File: config.mk
export PLATFORM = sky130hd
export DESIGN_NAME = intersection_ctrl
export DESIGN_NICKNAME = d
export VERILOG_FILES = /design/src/rtl/traffic_pkg.sv /design/src/rtl/phase_timer.sv /design/src/rtl/intersection_ctrl.sv
export SDC_FILE = /design/constraint.sdc
export NUM_CORES = 1
export LEC_CHECK = 0
export BUFFER_PORTS_ARGS = -buffer_cell sky130_fd_sc_hd__buf_2
export CORE_MARGIN = 2
export CORE_UTILIZATION = 30
export CTS_CLUSTER_SIZE = 20
export DETAILED_ROUTE_END_ITERATION = 7
export HOLD_SLACK_MARGIN = 0.15
export PLACE_DENSITY_LB_ADDON = 0.08
export SLEW_MARGIN = 20
export SYNTH_ARGS = -nofsm -noshare
export SYNTH_HDL_FRONTEND = slang
export SYNTH_SLANG_ARGS = --single-unit
File: constraint.sdc
create_clock -name clk -period 5.3 [get_ports clk]
set_clock_uncertainty 0.05 [all_clocks]
set_input_delay 0.53 -clock clk [delete_from_list [all_inputs] [get_ports clk]]
set_output_delay 0.53 -clock clk [all_outputs]
set_load 0.03 [all_outputs]
File: src/rtl/traffic_pkg.sv
// Shared types and constants for the intersection controller: state codes,
// lamp encodings and default phase durations.
package traffic_pkg;

   typedef enum logic [2:0] {
      CLR_NS = 3'd0,
      NS_G   = 3'd1,
      NS_Y   = 3'd2,
      CLR_EW = 3'd3,
      EW_G   = 3'd4,
      EW_Y   = 3'd5,
      PED    = 3'd6
   } state_t;

   // Lamp encodings, {R,Y,G}
   localparam logic [2:0] RED    = 3'b100;
   localparam logic [2:0] YELLOW = 3'b010;
   localparam logic [2:0] GREEN  = 3'b001;

   localparam int DEF_RED_CLR   = 2;
   localparam int DEF_GREEN_MIN = 4;
   localparam int DEF_GREEN_MAX = 12;
   localparam int DEF_YELLOW    = 2;
   localparam int DEF_WALK      = 6;
   localparam int DEF_CNT_W     = 8;

endpackage

File: src/rtl/phase_timer.sv
// Saturating phase counter: restarts at zero whenever the FSM changes state
// and holds at all-ones rather than wrapping during an indefinite green rest.
module phase_timer
   import traffic_pkg::*;
#(
   parameter int CNT_W = DEF_CNT_W
) (
   input  logic             clk,
   input  logic             rst,
   input  logic             clr,
   output logic [CNT_W-1:0] cnt
);

   always_ff @(posedge clk or posedge rst) begin
      if (rst) begin
         cnt <= '0;
      end else if (clr) begin
         cnt <= '0;
      end else if (cnt != '1) begin
         cnt <= cnt + 1'b1;
      end
   end

endmodule

File: src/rtl/intersection_ctrl.sv
// Two-road intersection scheduler with demand-actuated greens, all-red
// clearance and a latched pedestrian walk phase.
//
// state  | meaning
// CLR_NS | all red, clearing before NS green
// NS_G   | NS green, EW red
// NS_Y   | NS yellow, EW red
// CLR_EW | all red, clearing before EW green
// EW_G   | EW green, NS red
// EW_Y   | EW yellow, NS red
// PED    | all red, walk on
module intersection_ctrl
   import traffic_pkg::*;
#(
   parameter int RED_CLR   = DEF_RED_CLR,
   parameter int GREEN_MIN = DEF_GREEN_MIN,
   parameter int GREEN_MAX = DEF_GREEN_MAX,
   parameter int YELLOW    = DEF_YELLOW,
   parameter int WALK      = DEF_WALK,
   parameter int CNT_W     = DEF_CNT_W
) (
   input  logic       clk,
   input  logic       rst,
   input  logic       car_ns,
   input  logic       car_ew,
   input  logic       ped_req,
   output logic [2:0] light_ns,
   output logic [2:0] light_ew,
   output logic       walk,
   output logic       ped_ack,
   output logic [2:0] phase
);

   // Last cnt value of each timed phase (a phase of N cycles ends at N-1)
   localparam logic [CNT_W-1:0] CLR_LAST  = CNT_W'(RED_CLR - 1);
   localparam logic [CNT_W-1:0] GMIN_LAST = CNT_W'(GREEN_MIN - 1);
   localparam logic [CNT_W-1:0] GMAX_LAST = CNT_W'(GREEN_MAX - 1);
   localparam logic [CNT_W-1:0] Y_LAST    = CNT_W'(YELLOW - 1);
   localparam logic [CNT_W-1:0] WALK_LAST = CNT_W'(WALK - 1);

   state_t           state, state_nxt;
   logic [CNT_W-1:0] cnt;
   logic             state_chg;
   logic             enter_ped;
   logic             ped_pend;
   logic             next_ew;

   assign state_chg = (state_nxt != state);
   assign enter_ped = (state_nxt == PED) && (state != PED);
   assign phase     = state;

   phase_timer #(.CNT_W(CNT_W)) u_timer (
      .clk (clk),
      .rst (rst),
      .clr (state_chg),
      .cnt (cnt)
   );

   always_ff @(posedge clk or posedge rst) begin
      if (rst) begin
         state <= CLR_NS;
      end else begin
         state <= state_nxt;
      end
   end

   // A request arriving in the first walk cycle overrides the clear so it is
   // served at the next yellow rather than being lost.
   always_ff @(posedge clk or posedge rst) begin
      if (rst) begin
         ped_pend <= 1'b0;
         next_ew  <= 1'b0;
         ped_ack  <= 1'b0;
      end else begin
         ped_ack <= enter_ped;
         if (enter_ped) begin
            next_ew <= (state == NS_Y);
         end
         if (ped_req) begin
            ped_pend <= 1'b1;
         end else if ((state == PED) && (cnt == '0)) begin
            ped_pend <= 1'b0;
         end
      end
   end

   always_comb begin
      state_nxt = state;
      light_ns  = RED;
      light_ew  = RED;
      walk      = 1'b0;
      case (state)
         CLR_NS: begin
            if (cnt >= CLR_LAST) state_nxt = NS_G;
         end
         NS_G: begin
            light_ns = GREEN;
            if ((car_ew || ped_pend) &&
                ((cnt >= GMAX_LAST) || ((cnt >= GMIN_LAST) && !car_ns)))
               state_nxt = NS_Y;
         end
         NS_Y: begin
            light_ns = traffic_pkg::YELLOW;
            if (cnt >= Y_LAST) state_nxt = ped_pend ? PED : CLR_EW;
         end
         CLR_EW: begin
            if (cnt >= CLR_LAST) state_nxt = EW_G;
         end
         EW_G: begin
            light_ew = GREEN;
            if ((car_ns || ped_pend) &&
                ((cnt >= GMAX_LAST) || ((cnt >= GMIN_LAST) && !car_ew)))
               state_nxt = EW_Y;
         end
         EW_Y: begin
            light_ew = traffic_pkg::YELLOW;
            if (cnt >= Y_LAST) state_nxt = ped_pend ? PED : CLR_NS;
         end
         PED: begin
            walk = 1'b1;
            if (cnt >= WALK_LAST) state_nxt = next_ew ? CLR_EW : CLR_NS;
         end
         default: state_nxt = CLR_NS;
      endcase
   end

endmodule

## After elaboration in Yosys (flattened, before gate mapping)

Index checks and enable logic that the tools add are counted.
W data, S select, Z words.

- Add/subtract/negate cells: 1
- Magnitude comparators: 4
- Equal/unequal tests: 10
- Mux-type cells: 18
- Reduce and logical (&&, ||, !) cells: 16

Operators by type and width:

| kind | number |
|---|---|
| $mux W3 | 9 |
| $pmux W3 S7 | 1 |
| $mux W8 | 2 |
| $eq A3 B3 Y1 const B | 4 |
| $pmux W3 S2 | 2 |
| $add A8 B1 Y8 const B | 1 |
| $ge A8 B1 Y1 const B | 1 |
| $ge A8 B2 Y1 const B | 1 |
| $ge A8 B3 Y1 const B | 1 |
| $ge A8 B4 Y1 const B | 1 |
| $logic_not A8 Y1 | 1 |
| $ne A8 B8 Y1 const B | 1 |
| $eq A3 B2 Y1 const B | 2 |
| $logic_and A1 B1 Y1 | 6 |
| $logic_or A1 B1 Y1 | 4 |
| $reduce_bool A2 Y1 | 2 |
| $eq A3 B1 Y1 const B | 1 |
| $logic_not A3 Y1 | 1 |
| $mux W1 | 3 |
| $ne A3 B3 Y1 | 1 |
| $ne A3 B3 Y1 const B | 1 |
| $logic_not A1 Y1 | 2 |
| $mux W2 | 1 |

- Register bits: 14
- Bits of input ports: 5
- Output and inout bits: 11
- Logic and storage cells: 54

## Depth between registers and ports, before layout

Gate-level depths: netlist (run 1).

- Word-level depth: 8
- Mapped depth: 8
- Gate-level depth less buffers: 8

## By module

From an unflattened synthesis (run 1), not the netlist that was laid out.

- Cell total of the unflattened synthesis: 119
- Area total of the unflattened synthesis: 1018.5 µm²

By module, submodules not included:

| module | times used | cells each | area each (µm²) | sequential area each (µm²) |
|---|---|---|---|---|
| intersection_ctrl | 1 | 78 | 609.3 | 150.1 |
| phase_timer | 1 | 41 | 409.1 | 200.2 |

## Worst setup path after synthesis (run 1)

No wires, ideal clock.

- Path kind: register to register
- Start point: reg state[1] (netlist: phase[1])
- End point: reg u_timer.cnt[0]
- Setup time: 144 ps
- Arrival time: 2490 ps
- Required time: 5106 ps
- Setup slack: 2616 ps
- Cell stages (with the launch flop): 7
- Path buffers: 1
- Period minus slack after synthesis: 2684 ps
- Cell sequence: dfrtp_1 -> clkbuf_1 -> nor3_1 -> o211ai_1 -> nand3_1 -> xor2_1 -> nor4_1

- Longest elaborated chain between the ends: 4
- Elaborated cells between the ends (all ways): 18
- Those cells by class: 7 x eq/ne; 9 x mux; 2 x reduce/logical

RTL lines:

| element | RTL line | RTL |
|---|---|---|
| start, declared | intersection_ctrl.sv:41 | `state_t state, state_nxt;` |
| start signal, assigned | intersection_ctrl.sv:63 | `state <= state_nxt;` |
| $eq A3 B3 Y1 (tied with other cells) | intersection_ctrl.sv:92 | `case (state)` |
| $pmux W3 S7 * | intersection_ctrl.sv:92 |  |
| via state_nxt[1] | intersection_ctrl.sv:41 |  |
| $ne A3 B3 Y1 * | intersection_ctrl.sv:48 | `assign state_chg = (state_nxt != state);` |
| $mux W8 or $reduce_bool A2 Y1 (tied branches) | - |  |
| end signal, assigned | phase_timer.sv:20 | `cnt <= cnt + 1'b1;` |
| end, declared | phase_timer.sv:11 | `output logic [CNT_W-1:0] cnt` |

Mark *: on every way through the listed nets, which the timed path passes. The rest lies on a longest branch.
A chain may end at the register's enable or synchronous reset.

## Worst setup path after layout (run 1)

- Start point: reg u_timer.cnt[0]
- End point: reg u_timer.cnt[1]

- Longest elaborated chain between the ends: 8
- Elaborated cells between the ends (all ways): 24
- Those cells by class: 1 x add/sub; 4 x order compare; 2 x eq/ne; 10 x mux; 7 x reduce/logical

RTL lines:

| element | RTL line |
|---|---|
| $ge A8 B2 Y1 | intersection_ctrl.sv:99, intersection_ctrl.sv:112 |
| $logic_and A1 B1 Y1, on equally long branches | intersection_ctrl.sv:112, intersection_ctrl.sv:99 |
| $logic_or A1 B1 Y1, on equally long branches | intersection_ctrl.sv:112, intersection_ctrl.sv:99 |
| $logic_and A1 B1 Y1, on equally long branches | intersection_ctrl.sv:111, intersection_ctrl.sv:98 |
| $mux W3, on equally long branches | intersection_ctrl.sv:111, intersection_ctrl.sv:98 |
| $pmux W3 S7 * | intersection_ctrl.sv:92 |
| via state_nxt[1] | intersection_ctrl.sv:41 |
| $ne A3 B3 Y1 * | intersection_ctrl.sv:48 |
| $mux W8 or $reduce_bool A2 Y1 (tied branches) | - |

Mark *: on every way through the listed nets, which the timed path passes. The rest lies on a longest branch. The select of a mux whose other input is x is not followed.

==> results of run 1 <==
==> synth_stat cells <==
cell type / count
a31oi_1: 1
o211ai_1: 5
nor4_1: 9
mux2i_2: 1
a32oi_2: 1
a221oi_1: 1
buf_6: 1
clkbuf_1: 4
or4b_4: 1
o21a_1: 1
a211o_1: 1
inv_1: 9
a21boi_0: 1
nand4_1: 4
o21ai_0: 7
nand3b_1: 1
o31ai_1: 2
mux2i_1: 2
a2111o_1: 1
dfrtp_1: 14
xnor2_1: 3
nand3_1: 4
and3_1: 2
a21o_1: 4
xor2_1: 1
nor3_1: 5
nand2_1: 5
nor2_1: 13
a21oi_1: 3
buf_2: 1
a31o_2: 1
nand2b_1: 2
o22ai_1: 1
a211oi_1: 1
or4_4: 1
ha_1: 4
==> flip-flops by register name (all words and copies together), names as in the netlist <==
| register | count |
|---|---|
| ped_pend | 1 |
| u_timer.cnt | 8 |
| phase | 3 |
| next_ew | 1 |
| ped_ack | 1 |
==> critical path, cell delays in order (launching register included) <==
cell,delay [ns]
dfrtp_1,0.42
inv_1,0.12
ha_1,0.19
or4b_4,0.48
o21a_1,0.20
a221oi_1,0.25
nand3_1,0.21
xor2_1,0.55
nor4_1,0.14
==> logic make-up after synthesis <==
| family | synth area share [%] |
|---|---|
| xor gates and xnor gates | 3.48 |
| buffers and inverters | 6.46 |
| AOI/OAI and AO/OA | 22.0 |
| and+or+nand+nor | 25.0 |
| adders and majority gates | 4.97 |
| DFF | 34.8 |
| muxes | 3.35 |
==> cell type report <==
| class | count | share of cell area (%) |
|---|---|---|
| multi-input combinational | 89 | 52.3 |
| sequential | 14 | 31.0 |
| timing repair buffer | 15 | 6.64 |
| tap | 46 | 5.09 |
| inverter | 9 | 2.99 |
| clock buffer | 3 | 1.99 |
==> stage by stage <==
stage	cells	power, mW
floorplan	118	0.439
global placement	173	0.524
detailed placement	173	0.521
CTS	176	0.584
global route	176	0.630
finish	176	0.582
==> power by group <==
| group | leakage [nW] | switching (mW) | internal (mW) |
|---|---|---|---|
| registers | 0.182 | 0.0495 | 0.132 |
| clock network | 0.0138 | 0.0353 | 0.0263 |
| logic | 0.303 | 0.224 | 0.115 |
| total | 0.499 | 0.309 | 0.274 |
==> metal layers <==
| metal | track usage (%) | up-vias | part of all wire, % |
|---|---|---|---|
| li1 | - | 463 | - |
| met4 | 5.47 | 0 | 0.91 |
| met3 | 2.48 | 2 | 4.3 |
| met5 | 0 | - | 0 |
| met2 | 23.2 | 25 | 46 |
| met1 | 21.1 | 463 | 48 |
==> final timing paths <==
| path | endpoint | slack, ns | start | cells after the start |
|---|---|---|---|---|
| setup / recovery | u_timer.cnt[1] | 2.54 | u_timer.cnt[0] | 8 |
| setup reg to reg | u_timer.cnt[1] | 2.54 | u_timer.cnt[0] | 8 |
| min in group clk | ped_pend | 0.38 | ped_req | 2 |
| max in group asynchronous | ped_ack | 4.57 | rst | 2 |
| hold reg to reg | next_ew | 0.52 | next_ew | 2 |
| hold / removal | u_timer.cnt[3] | 0.24 | rst | 2 |
==> run summary, run 1 <==
Pwr dens -> 515 mW/mm2
Final Net Count -> 141
Root Driver -> clkbuf_4
Tightest Hold Check Type -> in2async
Top Ports -> 16
Critical Path RT -> 5.38 ns
Final slew viol count -> 0
Post-layout util -> 34.4%
Final wirelength -> 2530 um
Maxcap violations -> 0
Yosys top cell by area -> dfrtp_1
Synth Net Count -> 127
Wire per inst -> 14.4 um
Antenna cells -> 0
Critical Path AT -> 2.84 ns
Share of layout cells above drive strength 1 -> 17.7%
Highest ir drop seen on vdd -> 165 uV
Synthesized cell area -> 0.00101 mm2
Post-synth top area share -> 34.8%
Router iterations before antenna repair -> 4
Clk_lat worst skew -> 0.28 ns
Top post-synthesis cells by area -> dfrtp_1 35%, nor4_1 5.6%, ha_1 5.0%
Placed cell area -> 0.00111 mm2
# port buffers -> 15
Vias in the first global route -> 886
Final period utilization -> 52.1%
Cts hold-fix bufs -> 0
Startpoint Class -> flop
Initial drt markers -> 40
Vias post-DR -> 953
Largest net degree at the start of global routing -> 15
Core Box Area -> 0.00328 mm2
Most frequent cells in the layout -> 15 x buf_2, 14 x dfrtp_1, 13 x nor2_1
Rows -> 21
Synthesis Warnings -> 0
Avg Synthesized Cell Area -> 8.54 um2
Cts repair resizes -> 0
Commonest non-fill, non-tap cell in the layout -> buf_2
RSZ-0062 raised after global routing -> false
CTS clk-pin slew, worst paths -> 0.09 ns
Chip height -> 61.9 um
Post-route antenna net violation count -> 0
Cell leakage power -> 0.499 nW
TritonCTS clock tree -> yes
Setup Buffers After CTS -> 0
Congestion Overflow GR -> 0
Setup_tns -> 0 ns
Worst setup EP type -> flop
Antenna violations before repair -> 0
Inserted Clock Buffers -> 3
First-pass GRT wire length -> 4200 um
Least-Margin Pin Slew -> 0.731 ns
Area grow syn2layout -> 12.3%
#FFs+latches synth -> 14
Vias/cell -> 5.41
Fillers -> 357
H-tree levels -> 1
Synth cell types -> 36
Post-synthesis cell count -> 118
Dpl hpwl -> 1920 um
GP Congestion -> 0.781
Status -> complete, no violations
CTS max path bufs -> 2
CP Class -> reg2reg
Minimum clock period -> 2.76 ns
Die Area -> 0.00384 mm2
Sequential cell area -> 350 um2
Multi-input gate area -> 592 um2
Setup WS post-layout -> 2.54 ns
Fmax -> 362 MHz
Initial Utilization -> 30.7%
Design area -> 0.00113 mm2
# DRC -> 0
Final hold vios -> 0
Register area share after synthesis -> 34.8%
Die X -> 61.9 um
WHS -> 0.245 ns
Worst slew margin -> 51.2%
Finish-stage setup viols -> 0
Crit-path max FO -> 8
CTS sink count -> 14
Pre-CTS worst setup slack -> 2.57 ns
Tot GR Track Use -> 15.0%
Power figures use the tool's default switching activity.
==> inputs of run 2 (changes only) <==
- clock period: 5.3 -> 2.8 ns (I/O delays scaled with it)
==> run 2 against run 1 <==
Net effect:
- critical path depth down 2
- setup slack got worse by 2.3 ns
- utilization grew 2.2 points
- clock power up 95%
- final cell count grew 4.5%
- global-route usage up 0.64 points
- total power increased by 97%
- first-iteration DRC count up 28%
- routed wire length up 6.9%
- combinational power up 100%
- sequential share of layout area is 1.9 points lower
==> run summary, run 2 (synthesis gave the netlist of run 1 again) <==
Status -> complete, no violations (unchanged)
H-tree levels -> 1 (unchanged)
Fmax -> 388 MHz (was 362 MHz)
Vias post-DR -> 994 (was 953)
Least-Margin Pin Slew -> 0.682 ns (was 0.731 ns)
Initial drt markers -> 51 (was 40)
Delay-heaviest family, CP -> simple AND/OR/NAND/NOR gates (unchanged)
Core Box Area -> 0.00328 mm2 (unchanged)
Pre-CTS worst setup slack -> 0.136 ns (was 2.57 ns)
Largest net degree at the start of global routing -> 15 (unchanged)
Multi-input gate area -> 599 um2 (was 592 um2)
Post-layout util -> 36.6% (was 34.4%)
Pint -> 0.548 mW (was 0.274 mW)
CTS max path bufs -> 2 (unchanged)
Vias/cell -> 5.40 (was 5.41)
TritonCTS clock tree -> yes (unchanged)
Post-route antenna net violation count -> 0 (unchanged)
Worst slew margin -> 54.5% (was 51.2%)
Hold depth -> 3
Combinational Power Share -> 60.4% (was 58.2%)
Antenna violations before repair -> 0 (unchanged)
Worst R2R Start -> u_timer.cnt[4] (was u_timer.cnt[0])
Router iterations before antenna repair -> 4 (unchanged)
Cell leakage power -> 0.538 nW (was 0.499 nW)
CP Class -> reg2reg (unchanged)
Dpl hpwl -> 2070 um (was 1920 um)
FF-to-FF path depth -> 6 (was 8)
Total Power -> 1.15 mW (was 0.582 mW)
Switch Pwr -> 0.599 mW (was 0.309 mW)
Setup crit start -> u_timer.cnt[4] (was u_timer.cnt[0])
Most frequent cells in the layout -> 15 x buf_2, 14 x dfrtp_1, 13 x nor2_1 (unchanged)
GP Congestion -> 0.807 (was 0.781)
Fillers -> 353 (was 357)
Critical path's slowest cell -> or4_4 (was xor2_1)
Tightest Hold Check Type -> in2reg (was in2async)
Antenna cells -> 0 (unchanged)
CP max stage delay -> 0.59 ns (was 0.55 ns)
WHS -> 0.366 ns (was 0.245 ns)
Final wirelength -> 2710 um (was 2530 um)
Highest ir drop seen on vdd -> 334 uV (was 165 uV)
# port buffers -> 15 (unchanged)
Sequential cell area -> 350 um2 (unchanged)
WP buf/inv -> 0 (was 1)
CTS sink count -> 14 (unchanged)
Setup_tns -> 0 ns (unchanged)
Clk_lat worst skew -> 0.28 ns (about the same)
Wire per inst -> 14.7 um (was 14.4 um)
Pwr dens -> 953 mW/mm2 (was 515 mW/mm2)
Switching Share -> 52.2% (was 53.0%)
Final hold vios -> 0 (unchanged)
# DRC -> 0 (unchanged)
Critical Path RT -> 2.88 ns (was 5.38 ns)
Startpoint Class -> flop (unchanged)
Maxcap violations -> 0 (unchanged)
Finish-stage setup viols -> 0 (unchanged)
Reg power frac -> 29.2% (was 31.2%)
Hold Path Sink -> phase[0]
Placed instance count -> 179 (was 173)
Largest reg by FF count -> u_timer.cnt (unchanged)
Final period utilization -> 92.1% (was 52.1%)
Root Driver -> clkbuf_4 (unchanged)
Reg2reg end -> u_timer.cnt[0] (was u_timer.cnt[1])
R2R setup slack -> 0.22 ns (was 2.54 ns)
Number of flip-flops in the largest register -> 8 (unchanged)
Vias in the first global route -> 954 (was 886)
Area grow syn2layout -> 19.5% (was 12.3%)
Critical path cell sequence -> or4_4, a211o_1, a32oi_2, nand4_1, mux2i_2, nor4_1 (was inv_1, ha_1, or4b_4, o21a_1, a221oi_1, nand3_1, xor2_1, nor4_1)
Worst setup EP type -> flop (unchanged)
Top Ports -> 16 (unchanged)
Share of layout cells above drive strength 1 -> 21.7% (was 17.7%)
CTS clk-pin slew, worst paths -> 0.10 ns (was 0.09 ns)
Clock network power share -> 10.4% (was 10.6%)
Placed cell area -> 0.00115 mm2 (was 0.00111 mm2)
Chip height -> 61.9 um (unchanged)
Inserted Clock Buffers -> 3 (unchanged)
Setup WS post-layout -> 0.222 ns (was 2.54 ns)
Rows -> 21 (unchanged)
RSZ-0062 raised after global routing -> false (unchanged)
Commonest non-fill, non-tap cell in the layout -> buf_2 (unchanged)
Congestion Overflow GR -> 0 (unchanged)
Post-route insts no fill -> 184 (was 176)
Minimum clock period -> 2.58 ns (was 2.76 ns)
Final slew viol count -> 0 (unchanged)
Tot GR Track Use -> 15.7% (was 15.0%)
Design area -> 0.00120 mm2 (was 0.00113 mm2)
Crit-path max FO -> 8 (unchanged)
Final Net Count -> 149 (was 141)
Critical Path AT -> 2.66 ns (was 2.84 ns)
Hold path start -> car_ew
Die X -> 61.9 um (unchanged)
Initial Utilization -> 30.7% (unchanged)
Die Area -> 0.00384 mm2 (unchanged)
First-pass GRT wire length -> 4400 um (was 4200 um)
==> run 2: cell count changes in the layout (fill, tap and decap cells not counted) <==
cell	delta
xor2_2	+1
xor2_1	-1
dlygate4sd3_1	+2
buf_4	+6
==> run 2: power by group through the flow <==
stage          logic, mW  registers, mW  clock network, mW
5_1_grt            0.768          0.346              0.135
2_1_floorplan      0.511          0.319                  0
3_3_place_gp       0.674          0.335                  0
4_1_cts            0.687          0.331              0.124
3_5_place_dp       0.681          0.335                  0
6_report           0.693          0.334              0.120
==> run 2: worst min-delay path, delay by kind of cell <==
family,cells,cell delay (ns)
compound gates,2,0.29
buf+inv,1,0.10
==> run 2: cell type report <==
| cell class | count | share of cell area (%) |
|---|---|---|
| Multi-Input combinational cell | 89 | 49.8 |
| Sequential cell | 14 | 29.1 |
| Timing Repair Buffer | 23 | 11.6 |
| Tap cell | 46 | 4.78 |
| Inverter | 9 | 2.81 |
| Clock buffer | 3 | 1.87 |
==> run 2: per-layer routing <==
layer	up-vias	GRT usage [%]	routed length [um]
li1	485	-	-
met1	475	20.1	1180
met2	28	25.1	1330
met3	6	2.48	126
met4	0	8.21	65
met5	-	0	0
==> run 2: timing repair <==
action | 4_1_cts | 5_1_grt
resized for setup | 0 | 1
hold buffers | 2 | 0
hold endpoints to repair | 15 | 0
buffers inserted | 0 | 0
endpoints found under the setup margin | 0 | 8
==> run 2: worst max-delay path by stage <==
| stage | to | slack, ns | depth (start not counted) |
|---|---|---|---|
| final | u_timer.cnt[0] | 0.22 | 6 |
| after global routing | u_timer.cnt[5] | 0.03 | 8 |
| after CTS | u_timer.cnt[2] | 0.13 | 8 |
| after detailed placement | u_timer.cnt[6] | 0.14 | 8 |
| after global placement | u_timer.cnt[5] | 0.21 | 8 |
| after floorplan | u_timer.cnt[0] | 0.12 | 6 |
==> inputs of run 3 (changes only) <==
- CELL_PAD_IN_SITES_DETAIL_PLACEMENT: not set -> 1
- CELL_PAD_IN_SITES_GLOBAL_PLACEMENT: not set -> 1
==> run 3 against run 2 <==
Net effect:
- total power rose by 6.3%
- combinational power rose by 7.1%
- critical endpoint is now u_timer.cnt[4]
- routed wire length rose by 8.6%
- critical path type unchanged
- sequential power fell by 3%
- critical path depth rose by 2
- fmax fell by 0.37%
- design area rose by 3.5%
- register-to-register slack barely moved
- non-clock buffer count rose by 3
- worst hold slack got worse by 0.035 ns
==> run summary, run 3 (synthesis gave the netlist of run 1 again) <==
Clk_lat worst skew -> 0.29 ns (was 0.28 ns)
Final hold vios -> 0 (unchanged)
Area grow syn2layout -> 23.7% (was 19.5%)
Share of layout cells above drive strength 1 -> 24.6% (was 21.7%)
Setup_tns -> 0 ns (unchanged)
Router iterations before antenna repair -> 4 (unchanged)
Critical Path RT -> 2.94 ns (was 2.88 ns)
Worst setup EP type -> flop (unchanged)
Vias post-DR -> 959 (was 994)
Vias in the first global route -> 962 (was 954)
Design area -> 0.00125 mm2 (was 0.00120 mm2)
Post-route insts no fill -> 188 (was 184)
Most frequent cells in the layout -> 15 x buf_2, 14 x dfrtp_1, 13 x nor2_1 (unchanged)
H-tree levels -> 1 (unchanged)
Tightest Hold Check Type -> in2reg (unchanged)
Core Box Area -> 0.00328 mm2 (unchanged)
Chip height -> 61.9 um (unchanged)
Reg2reg end -> u_timer.cnt[4] (was u_timer.cnt[0])
Fillers -> 412 (was 353)
Congestion Overflow GR -> 0 (unchanged)
Hold depth -> 3 (unchanged)
Hold Path Sink -> phase[1] (was phase[0])
TritonCTS clock tree -> yes (unchanged)
Initial drt markers -> 25 (was 51)
Setup Buffers After CTS -> 0 (unchanged)
Initial Utilization -> 30.7% (unchanged)
Maxcap violations -> 0 (unchanged)
Vias/cell -> 5.10 (was 5.40)
Crit-path max FO -> 8 (unchanged)
Fmax -> 386 MHz (was 388 MHz)
Root Driver -> clkbuf_4 (unchanged)
Total Power -> 1.22 mW (was 1.15 mW)
Inserted Clock Buffers -> 3 (unchanged)
Cell leakage power -> 0.562 nW (was 0.538 nW)
Wire per inst -> 15.6 um (was 14.7 um)
Antenna cells -> 0 (unchanged)
GP Congestion -> 0.738 (was 0.807)
Die X -> 61.9 um (unchanged)
CTS max path bufs -> 2 (unchanged)
Final slew viol count -> 0 (unchanged)
Placed cell area -> 0.00118 mm2 (was 0.00115 mm2)
RSZ-0062 raised after global routing -> false (unchanged)
Rows -> 21 (unchanged)
Startpoint Class -> flop (unchanged)
# DRC -> 0 (unchanged)
Worst R2R Start -> u_timer.cnt[0] (was u_timer.cnt[4])
Commonest non-fill, non-tap cell in the layout -> buf_2 (unchanged)
Largest reg by FF count -> u_timer.cnt (unchanged)
Post-route antenna net violation count -> 0 (unchanged)
Top Ports -> 16 (unchanged)
# port buffers -> 15 (unchanged)
CTS sink count -> 14 (unchanged)
Finish-stage setup viols -> 0 (unchanged)
Die Area -> 0.00384 mm2 (unchanged)
Highest routed layer -> met4 (unchanged)
Status -> complete, no violations (unchanged)
Metal2 WL -> 1500 um (was 1330 um)
Number of flip-flops in the largest register -> 8 (unchanged)
Tot GR Track Use -> 17.1% (was 15.7%)
R2R setup slack -> 0.21 ns (was 0.22 ns)
First-pass GRT wire length -> 4710 um (was 4400 um)
Final Net Count -> 152 (was 149)
Met3 routed WL -> 76 um (was 126 um)
Antenna violations before repair -> 0 (unchanged)
Placed instance count -> 182 (was 179)
Critical Path AT -> 2.72 ns (was 2.66 ns)
Largest net degree at the start of global routing -> 15 (unchanged)
Final wirelength -> 2940 um (was 2710 um)
Minimum clock period -> 2.59 ns (was 2.58 ns)
Worst slew margin -> 47.3% (was 54.5%)
CTS clk-pin slew, worst paths -> 0.10 ns (about the same)
Dpl hpwl -> 2290 um (was 2070 um)
Highest ir drop seen on vdd -> 271 uV (was 334 uV)
Hold path start -> car_ew (unchanged)
Final period utilization -> 92.4% (was 92.1%)
Pwr dens -> 978 mW/mm2 (was 953 mW/mm2)
CP max stage delay -> 0.49 ns (was 0.59 ns)
Met1 WL -> 1330 um (was 1180 um)
FF-to-FF path depth -> 8 (was 6)
Least-Margin Pin Slew -> 0.791 ns (was 0.682 ns)
CP Class -> reg2reg (unchanged)
Critical path cell sequence -> inv_1, ha_1, or4b_4, o21a_1, a221oi_1, nand3_1, xor2_2, nor4_1 (was or4_4, a211o_1, a32oi_2, nand4_1, mux2i_2, nor4_1)
Critical path's slowest cell -> or4b_4 (was or4_4)
-- run 3: cell count changes in the layout (fill, tap and decap cells not counted) --
cell / delta
clkbuf_8: +1
nor4_2: +1
nor4_1: -1
buf_4: +3
-- run 3: layer usage --
| layer | GRT usage, % | vias up |
|---|---|---|
| li1 | - | 485 |
| met1 | 21.8 | 456 |
| met2 | 29.9 | 14 |
| met3 | 1.86 | 4 |
| met4 | 5.47 | 0 |
| met5 | 0 | - |
-- run 3: worst max path at each step --
stage                         from              to  slack (ns)
floorplan                 phase[1]  u_timer.cnt[0]        0.12
finish              u_timer.cnt[0]  u_timer.cnt[4]        0.21
global placement    u_timer.cnt[0]  u_timer.cnt[5]        0.20
global route        u_timer.cnt[0]  u_timer.cnt[1]        0.04
CTS                 u_timer.cnt[0]  u_timer.cnt[5]        0.07
detailed placement  u_timer.cnt[0]  u_timer.cnt[5]        0.08
-- run 3: final cells by class --
| cell class | instances | area, um2 | area share, % |
|---|---|---|---|
| multi-input combinational | 89 | 606 | 48.6 |
| sequential | 14 | 350 | 28.1 |
| timing repair buffer | 26 | 163 | 13.1 |
| tap | 46 | 57.6 | 4.62 |
| clock buffer | 4 | 36.3 | 2.91 |
| inverter | 9 | 33.8 | 2.71 |
-- run 3: timing repair --
action,in CTS,in global routing
hold buffers,2,0
resized for setup,0,2
hold endpoints to repair,15,0
setup endpoints to repair,0,8
-- run 3: worst max-delay path, delay by kind of cell, from the launching register on --
kind / cells / cell delay (ns)
AO/OA/AOI/OAI: 2 / 0.44
XOR/XNOR: 1 / 0.24
adder cells (fa/ha/maj): 1 / 0.20
buffers and inverters: 1 / 0.13
flip-flops: 1 / 0.43
AND/OR/NAND/NOR: 3 / 1.00
-- run 3: per-stage QoR --
step / setup slack (ns) / utilization [%] / hold slack, ns
after floorplan: 0.116 / - / 0.119
after CTS: 0.0660 / 37.5 / 0.304
after global routing: 0.0380 / 37.9 / 0.348
final: 0.213 / 37.9 / 0.331
after global placement: 0.198 / 35.8 / 0.326
after detailed placement: 0.0765 / 35.8 / 0.334
-- run 3: power by group --
part	internal, mW	switching (mW)	leakage, nW	total [mW]
registers	0.250	0.0737	0.182	0.324
clock network	0.0791	0.0740	0.0210	0.153
logic	0.268	0.474	0.359	0.742
